**config.mk**
```make
export PLATFORM = sky130hd
export DESIGN_NAME = td4_run_ctrl_flat
export DESIGN_NICKNAME = d
export VERILOG_FILES = /design/src/rtl/td4_run_ctrl_if.sv /design/src/rtl/td4_run_ctrl.sv /design/src/flat_wrapper.sv
export SDC_FILE = /design/constraint.sdc
export NUM_CORES = 1
export LEC_CHECK = 0
export CAP_MARGIN = 25
export CORE_MARGIN = 2
export CORE_UTILIZATION = 55
export DETAILED_ROUTE_END_ITERATION = 12
export GPL_ROUTABILITY_DRIVEN = 0
export PLACE_DENSITY = 0.79
export SKIP_CTS_REPAIR_TIMING = 1
export SYNTH_ARGS = -nofsm -noshare
export SYNTH_HDL_FRONTEND = slang
export SYNTH_SLANG_ARGS = --single-unit
```
**constraint.sdc**
```tcl
create_clock -name clock -period 4.1 [get_ports clock]
set_input_delay 0.82 -clock clock [delete_from_list [all_inputs] [get_ports clock]]
set_output_delay 0.82 -clock clock [all_outputs]
set_load 0.02 [all_outputs]
```
**src/rtl/td4_run_ctrl_if.sv**
```systemverilog
// Board/core-side signal bundle for the TD4 execution controller.
//   master : drives buttons, halt_req (and breakpoint inputs), observes controller outputs
//   slave  : the controller itself
// Optional breakpoint signals exist only when TD4_CTRL_BKPT_EN is defined.
interface td4_run_ctrl_if;
    logic       run_btn;
    logic       step_btn;
    logic       halt_req;
    logic       cpu_ce;
    logic       cpu_rst;
    logic [1:0] state;
    logic [7:0] ce_count;
`ifdef TD4_CTRL_BKPT_EN
    logic       bkpt_en;
    logic [3:0] bkpt_addr;
    logic [3:0] pc;

    modport master (
        output run_btn, step_btn, halt_req, bkpt_en, bkpt_addr, pc,
        input  cpu_ce, cpu_rst, state, ce_count
    );
    modport slave (
        input  run_btn, step_btn, halt_req, bkpt_en, bkpt_addr, pc,
        output cpu_ce, cpu_rst, state, ce_count
    );
`else
    modport master (
        output run_btn, step_btn, halt_req,
        input  cpu_ce, cpu_rst, state, ce_count
    );
    modport slave (
        input  run_btn, step_btn, halt_req,
        output cpu_ce, cpu_rst, state, ce_count
    );
`endif
endinterface

```
**src/rtl/td4_run_ctrl.sv**
```systemverilog
// TD4 execution controller: turns the board clock and two push-buttons into a
// CPU clock-enable (cpu_ce) and a CPU reset (cpu_rst). Modes: HOLD (reset
// stretch), STOP, RUN (prescaled free-run), STEP (single cpu_ce pulse).
// Ports:
//   clock, reset      board clock, async active-high reset
//   io.run_btn/step_btn   raw asynchronous buttons
//   io.halt_req       stop request from the core
//   io.cpu_ce/cpu_rst core enable / reset (registered)
//   io.state          00 HOLD, 01 STOP, 10 RUN, 11 STEP
//   io.ce_count       number of cpu_ce pulses, mod 256
// Optional: define TD4_CTRL_BKPT_EN to add the pc breakpoint (io.bkpt_en,
// io.bkpt_addr, io.pc).
module td4_run_ctrl #(
    parameter int unsigned DIV        = 4,
    parameter int unsigned DEB_CYCLES = 4,
    parameter int unsigned RST_HOLD   = 4
) (
    input  logic          clock,
    input  logic          reset,
    td4_run_ctrl_if.slave io
);
    localparam int unsigned PW = $clog2(DIV);
    localparam int unsigned DW = $clog2(DEB_CYCLES + 1);
    localparam int unsigned HW = $clog2(RST_HOLD + 1);

    typedef enum logic [1:0] {
        S_HOLD = 2'b00,
        S_STOP = 2'b01,
        S_RUN  = 2'b10,
        S_STEP = 2'b11
    } state_t;

    // Button path: index 0 = run, index 1 = step
    logic [1:0]    btn_raw;
    logic [1:0]    sync1;
    logic [1:0]    sync2;
    logic [1:0]    filt;
    logic [1:0]    filt_q;
    logic [1:0]    pulse;
    logic [DW-1:0] deb_cnt [2];
    logic          run_p;
    logic          step_p;

    assign btn_raw = {io.step_btn, io.run_btn};
    assign run_p   = pulse[0];
    assign step_p  = pulse[1];

    // Synchronize, debounce and edge-detect both buttons
    always_ff @(posedge clock or posedge reset) begin
        if (reset) begin
            sync1  <= '0;
            sync2  <= '0;
            filt   <= '0;
            filt_q <= '0;
            pulse  <= '0;
            for (int b = 0; b < 2; b++) deb_cnt[b] <= '0;
        end else begin
            sync1  <= btn_raw;
            sync2  <= sync1;
            filt_q <= filt;
            pulse  <= filt & ~filt_q;
            for (int b = 0; b < 2; b++) begin
                if (sync2[b] == filt[b]) begin
                    deb_cnt[b] <= '0;
                end else if (deb_cnt[b] == DW'(DEB_CYCLES - 1)) begin
                    filt[b]    <= sync2[b];
                    deb_cnt[b] <= '0;
                end else begin
                    deb_cnt[b] <= deb_cnt[b] + DW'(1);
                end
            end
        end
    end

    state_t        state_q;
    state_t        state_d;
    logic [PW-1:0] presc_q;
    logic [PW-1:0] presc_d;
    logic [HW-1:0] hold_q;
    logic [HW-1:0] hold_d;
    logic          cpu_ce_q;
    logic          cpu_ce_d;
    logic          cpu_rst_q;
    logic          cpu_rst_d;
    logic [7:0]    ce_count_q;
    logic          wrap;
    logic          bkpt_hit;
    logic          stop_req;

    assign wrap = (presc_q == PW'(DIV - 1));

`ifdef TD4_CTRL_BKPT_EN
    // Breakpoint only matters on a cycle where cpu_ce would fire
    assign bkpt_hit = wrap & io.bkpt_en & (io.pc == io.bkpt_addr);
`else
    assign bkpt_hit = 1'b0;
`endif

    assign stop_req = io.halt_req | run_p | bkpt_hit;

    // State register
    always_ff @(posedge clock or posedge reset) begin
        if (reset) state_q <= S_HOLD;
        else       state_q <= state_d;
    end

    // Next-state logic
    always_comb begin
        state_d = state_q;
        case (state_q)
            S_HOLD: if (hold_q == HW'(RST_HOLD - 1)) state_d = S_STOP;
            S_STOP: begin
                if (run_p)       state_d = S_RUN;
                else if (step_p) state_d = S_STEP;
            end
            S_RUN:  if (stop_req) state_d = S_STOP;
            S_STEP: state_d = S_STOP;
            default: state_d = S_HOLD;
        endcase
    end

    // Output logic: next values of the registered outputs and counters
    always_comb begin
        cpu_ce_d  = 1'b0;
        cpu_rst_d = (state_d == S_HOLD);
        presc_d   = '0;
        hold_d    = hold_q;
        case (state_q)
            S_HOLD: hold_d = hold_q + HW'(1);
            // The single step pulse is issued on entry so it coincides with STEP
            S_STOP: cpu_ce_d = (state_d == S_STEP);
            S_RUN: begin
                cpu_ce_d = wrap & ~stop_req;
                if (state_d == S_RUN) presc_d = wrap ? '0 : presc_q + PW'(1);
            end
            default: ;
        endcase
    end

    // Output and counter registers
    always_ff @(posedge clock or posedge reset) begin
        if (reset) begin
            cpu_ce_q   <= 1'b0;
            cpu_rst_q  <= 1'b1;
            ce_count_q <= '0;
            presc_q    <= '0;
            hold_q     <= '0;
        end else begin
            cpu_ce_q   <= cpu_ce_d;
            cpu_rst_q  <= cpu_rst_d;
            ce_count_q <= ce_count_q + {7'd0, cpu_ce_q};
            presc_q    <= presc_d;
            hold_q     <= hold_d;
        end
    end

    assign io.cpu_ce   = cpu_ce_q;
    assign io.cpu_rst  = cpu_rst_q;
    assign io.state    = state_q;
    assign io.ce_count = ce_count_q;

endmodule

```
**src/flat_wrapper.sv**
```systemverilog
// flat-port wrapper written by rule: the top's interface ports become plain ports
module td4_run_ctrl_flat 
#(
    parameter int unsigned DIV        = 4,
    parameter int unsigned DEB_CYCLES = 4,
    parameter int unsigned RST_HOLD   = 4
)
  (clock, reset, io_run_btn, io_step_btn, io_halt_req, io_cpu_ce, io_cpu_rst, io_state, io_ce_count);
  td4_run_ctrl_if io_i ();
  input  logic clock;
  input  logic reset;
  input wire logic [$bits(io_i.run_btn)-1:0] io_run_btn;
  input wire logic [$bits(io_i.step_btn)-1:0] io_step_btn;
  input wire logic [$bits(io_i.halt_req)-1:0] io_halt_req;
  output wire logic [$bits(io_i.cpu_ce)-1:0] io_cpu_ce;
  output wire logic [$bits(io_i.cpu_rst)-1:0] io_cpu_rst;
  output wire logic [$bits(io_i.state)-1:0] io_state;
  output wire logic [$bits(io_i.ce_count)-1:0] io_ce_count;
  assign io_i.run_btn = io_run_btn;
  assign io_i.step_btn = io_step_btn;
  assign io_i.halt_req = io_halt_req;
  assign io_cpu_ce = io_i.cpu_ce;
  assign io_cpu_rst = io_i.cpu_rst;
  assign io_state = io_i.state;
  assign io_ce_count = io_i.ce_count;
  td4_run_ctrl #(.DIV(DIV), .DEB_CYCLES(DEB_CYCLES), .RST_HOLD(RST_HOLD)) u_core (.clock(clock), .reset(reset), .io(io_i));
endmodule
```
==> reports/results.ini <==
[layout]
post_layout_nonfiller_instances = 156
layout_nets = 142
num_antenna_cells = 0
multi_input_gate_area_in_the_final_layout_um2 = 532
most-common-layout-cells = sky130_fd_sc_hd__dfrtp_1 (32), sky130_fd_sc_hd__clkdlybuf4s50_1 (16), sky130_fd_sc_hd__ha_1 (12), sky130_fd_sc_hd__xnor2_1 (6), sky130_fd_sc_hd__nor2_1 (6)
utilization_pct = 69.1
fill_cells = 173
layout_commonest_cell = sky130_fd_sc_hd__dfrtp_1
post_route_cells_drive_above_1_share_pct = 12.7
area.sequential_um2 = 827
fin_area_um2 = 1680
layout-area-overhead-vs-synth_pct = 22.4

[floorplanning]
core.rowCount = 18
pin_count = 17
die_h_um = 54.0
die_width_um = 54.0
design.die.area_um2 = 2910
core_area_um2 = 2430
initial_utilization_pct = 56.5

[timing]
period_share_pct = 55.8
max_slew_margin_pct = 73.2
drv_slew = 0
timing_worst_slew_pin_value_ps = 402
maxClockFrequency_mhz = 437
final_hold_violating_endpoints = 0
rsz_0062_raised_after_global_routing = false
final_setup_violation_count = 0
final.setup.tns_ps = 0
period_minus_slack_ps = 2290
finClkSkew_ps = 6.01

[routing]
drt.antenna.violating_nets = 0
drt_drc_violations_left = 0
firstDrtPassIters = 2
drt_wl_total_um = 2270
drt-initial-drc-count = 12
vias_per_cell = 5.44
wl_per_cell_um = 14.5
detailroute.via_count = 849

[status]
status = finished clean

[critical_path]
worstPathMaxFanout = 7
critPathSlowestCell = sky130_fd_sc_hd__clkdlybuf4s50_1
regToRegSetupSlack_ps = 2210
worst_path_largest_cell_delay_ps = 650
critical_path_arrival_ps = 1470
kind_of_end_point_of_the_critical_path = output pin
critical_path.n_buffers_inverters = 1
crit_path_class = reg -> out
crit_chain = clkdlybuf4s50_1
critPathTopFamily = buffers and inverters
cp.required_ps = 3280
crit_path_start_kind = register

[flow_run]
max_cap_viol_count = 0

[place]
post-dp-hpwl_um = 1620
placed_instances = 148
place.port_buffers = 16
dpl_cell_area_um2 = 1580

[yosys]
average_cell_area_after_synthesis_um2 = 13.6
post_synth_net_total = 118
synth.ff_latch_count = 33
synth-seq-area-share_pct = 60.2
syn_inst = 101
yosysWarnings = 0
post_synth_num_cell_types = 26
total_standard_cell_area_after_synthesis_um2 = 1370

[grt]
gr-usage-all-layers_pct = 19.7
gr-total-overflow = 0
first_global_vias = 866
first_pass_grt_wire_length_um = 3870
grt_start_max_net_pins = 34
grt_antenna_before_repair = 0

[clock_tree]
cts_sinks = 33
worst_skew_pair.late_latency_ps = 330
cts_tree = done
cts_inserted_buffers = 5
clock_pin_slew_worst_setup_and_hold_paths_ps = 100
clock_tree.htree_level_count = 2
cts_root_buffer_type = sky130_fd_sc_hd__clkbuf_4
deepest_clock_path_buffer_count = 2

[pwr]
total_leakage_power_uw = 0.000803
p_per_area_nw_per_um2 = 694
ir_worst_vdd_uv = 507
finalPower_uw = 1170

[hold_path]
hold_class = reg -> reg

==> final timing paths <==
kind | endpoint | cells past startpoint | start
min reg2reg | u_core.sync2[0] | 0 | u_core.sync1[0]
max | io_state[0] | 1 | u_core.io.state[0]
max reg2reg | u_core.io.cpu_ce | 6 | u_core.io.state[0]
max in group asynchronous | u_core.io.cpu_rst | 3 | reset
min in group asynchronous | u_core.io.ce_count[0] | 3 | reset
min | u_core.sync2[0] | 0 | u_core.sync1[0]
==> where the power goes <==
part           total (uW)  leakage [uW]  internal, uW  switching, uW
sequential            490      0.000421           421           69.1
combinational         379      0.000327           183            196
clock                 298     0.0000552           189            110
==> cells by family after synthesis <==
family,after synthesis,synth area share [%]
DFF,33,60.2
and+or+nand+nor,32,14.3
adders and majority gates,12,10.9
xor gates and xnor gates,9,5.74
AOI/OAI and AO/OA,8,5.28
buffers and inverters,4,1.09
muxes,3,2.46
==> through the flow <==
stage          setup WS, ps  hold slack, ps
2_1_floorplan          2310             331
3_3_place_gp           1930             332
3_5_place_dp           1820             340
4_1_cts                1800             364
5_1_grt                1760             368
6_report               1810             359
==> synthesized netlist by cell type (all sizes together) <==
cell type   n  share of area, %
a21oi       2              0.73
a32o        1              0.73
and2b       1              0.55
and3        2              0.91
and4        3               1.9
dfrtp      32                58
dfstp       1               1.9
ha         12                11
inv         4               1.1
mux2        3               2.5
nand2       3              0.82
nand3       2              0.73
nand4       1              0.46
nor2        6               1.6
nor2b       4               1.8
nor3        3               1.1
nor3b       5               3.1
nor4        1              0.46
o21a        1              0.55
o21ai       2              0.73
o2bb2ai     1              0.64
o311ai      1               1.9
or3b        1              0.82
xnor2       6               3.8
xor2        3               1.9
==> metal layers <==
metal  share of wire [%]  up-vias  track usage (%)
met5                   0        -                0
met4                 2.7        0             10.8
met3                 5.3        8             8.61
met2                  52       22             30.7
met1                  40      420             22.6
li1                    -      399                -
==> sequential cells by signal (all words and copies together) (netlist names) <==
register	flops
u_core.sync2	2
u_core.filt	2
u_core.io.cpu_ce	1
u_core.deb_cnt	6
u_core.io.cpu_rst	1
u_core.presc_q	2
u_core.io.state	2
u_core.filt_q	2
u_core.pulse	2
u_core.io.ce_count	8
u_core.sync1	2
u_core.hold_q	3
==> layout make-up <==
| cell class | instances | share of cell area (%) |
|---|---|---|
| multi-input combinational | 64 | 31.6 |
| inverter | 4 | 0.893 |
| clock buffer | 5 | 2.23 |
| clock inverter | 3 | 3.87 |
| tap | 30 | 2.23 |
| sequential | 33 | 49.2 |
| timing repair buffer | 17 | 9.97 |
Power figures use the tool's default switching activity.
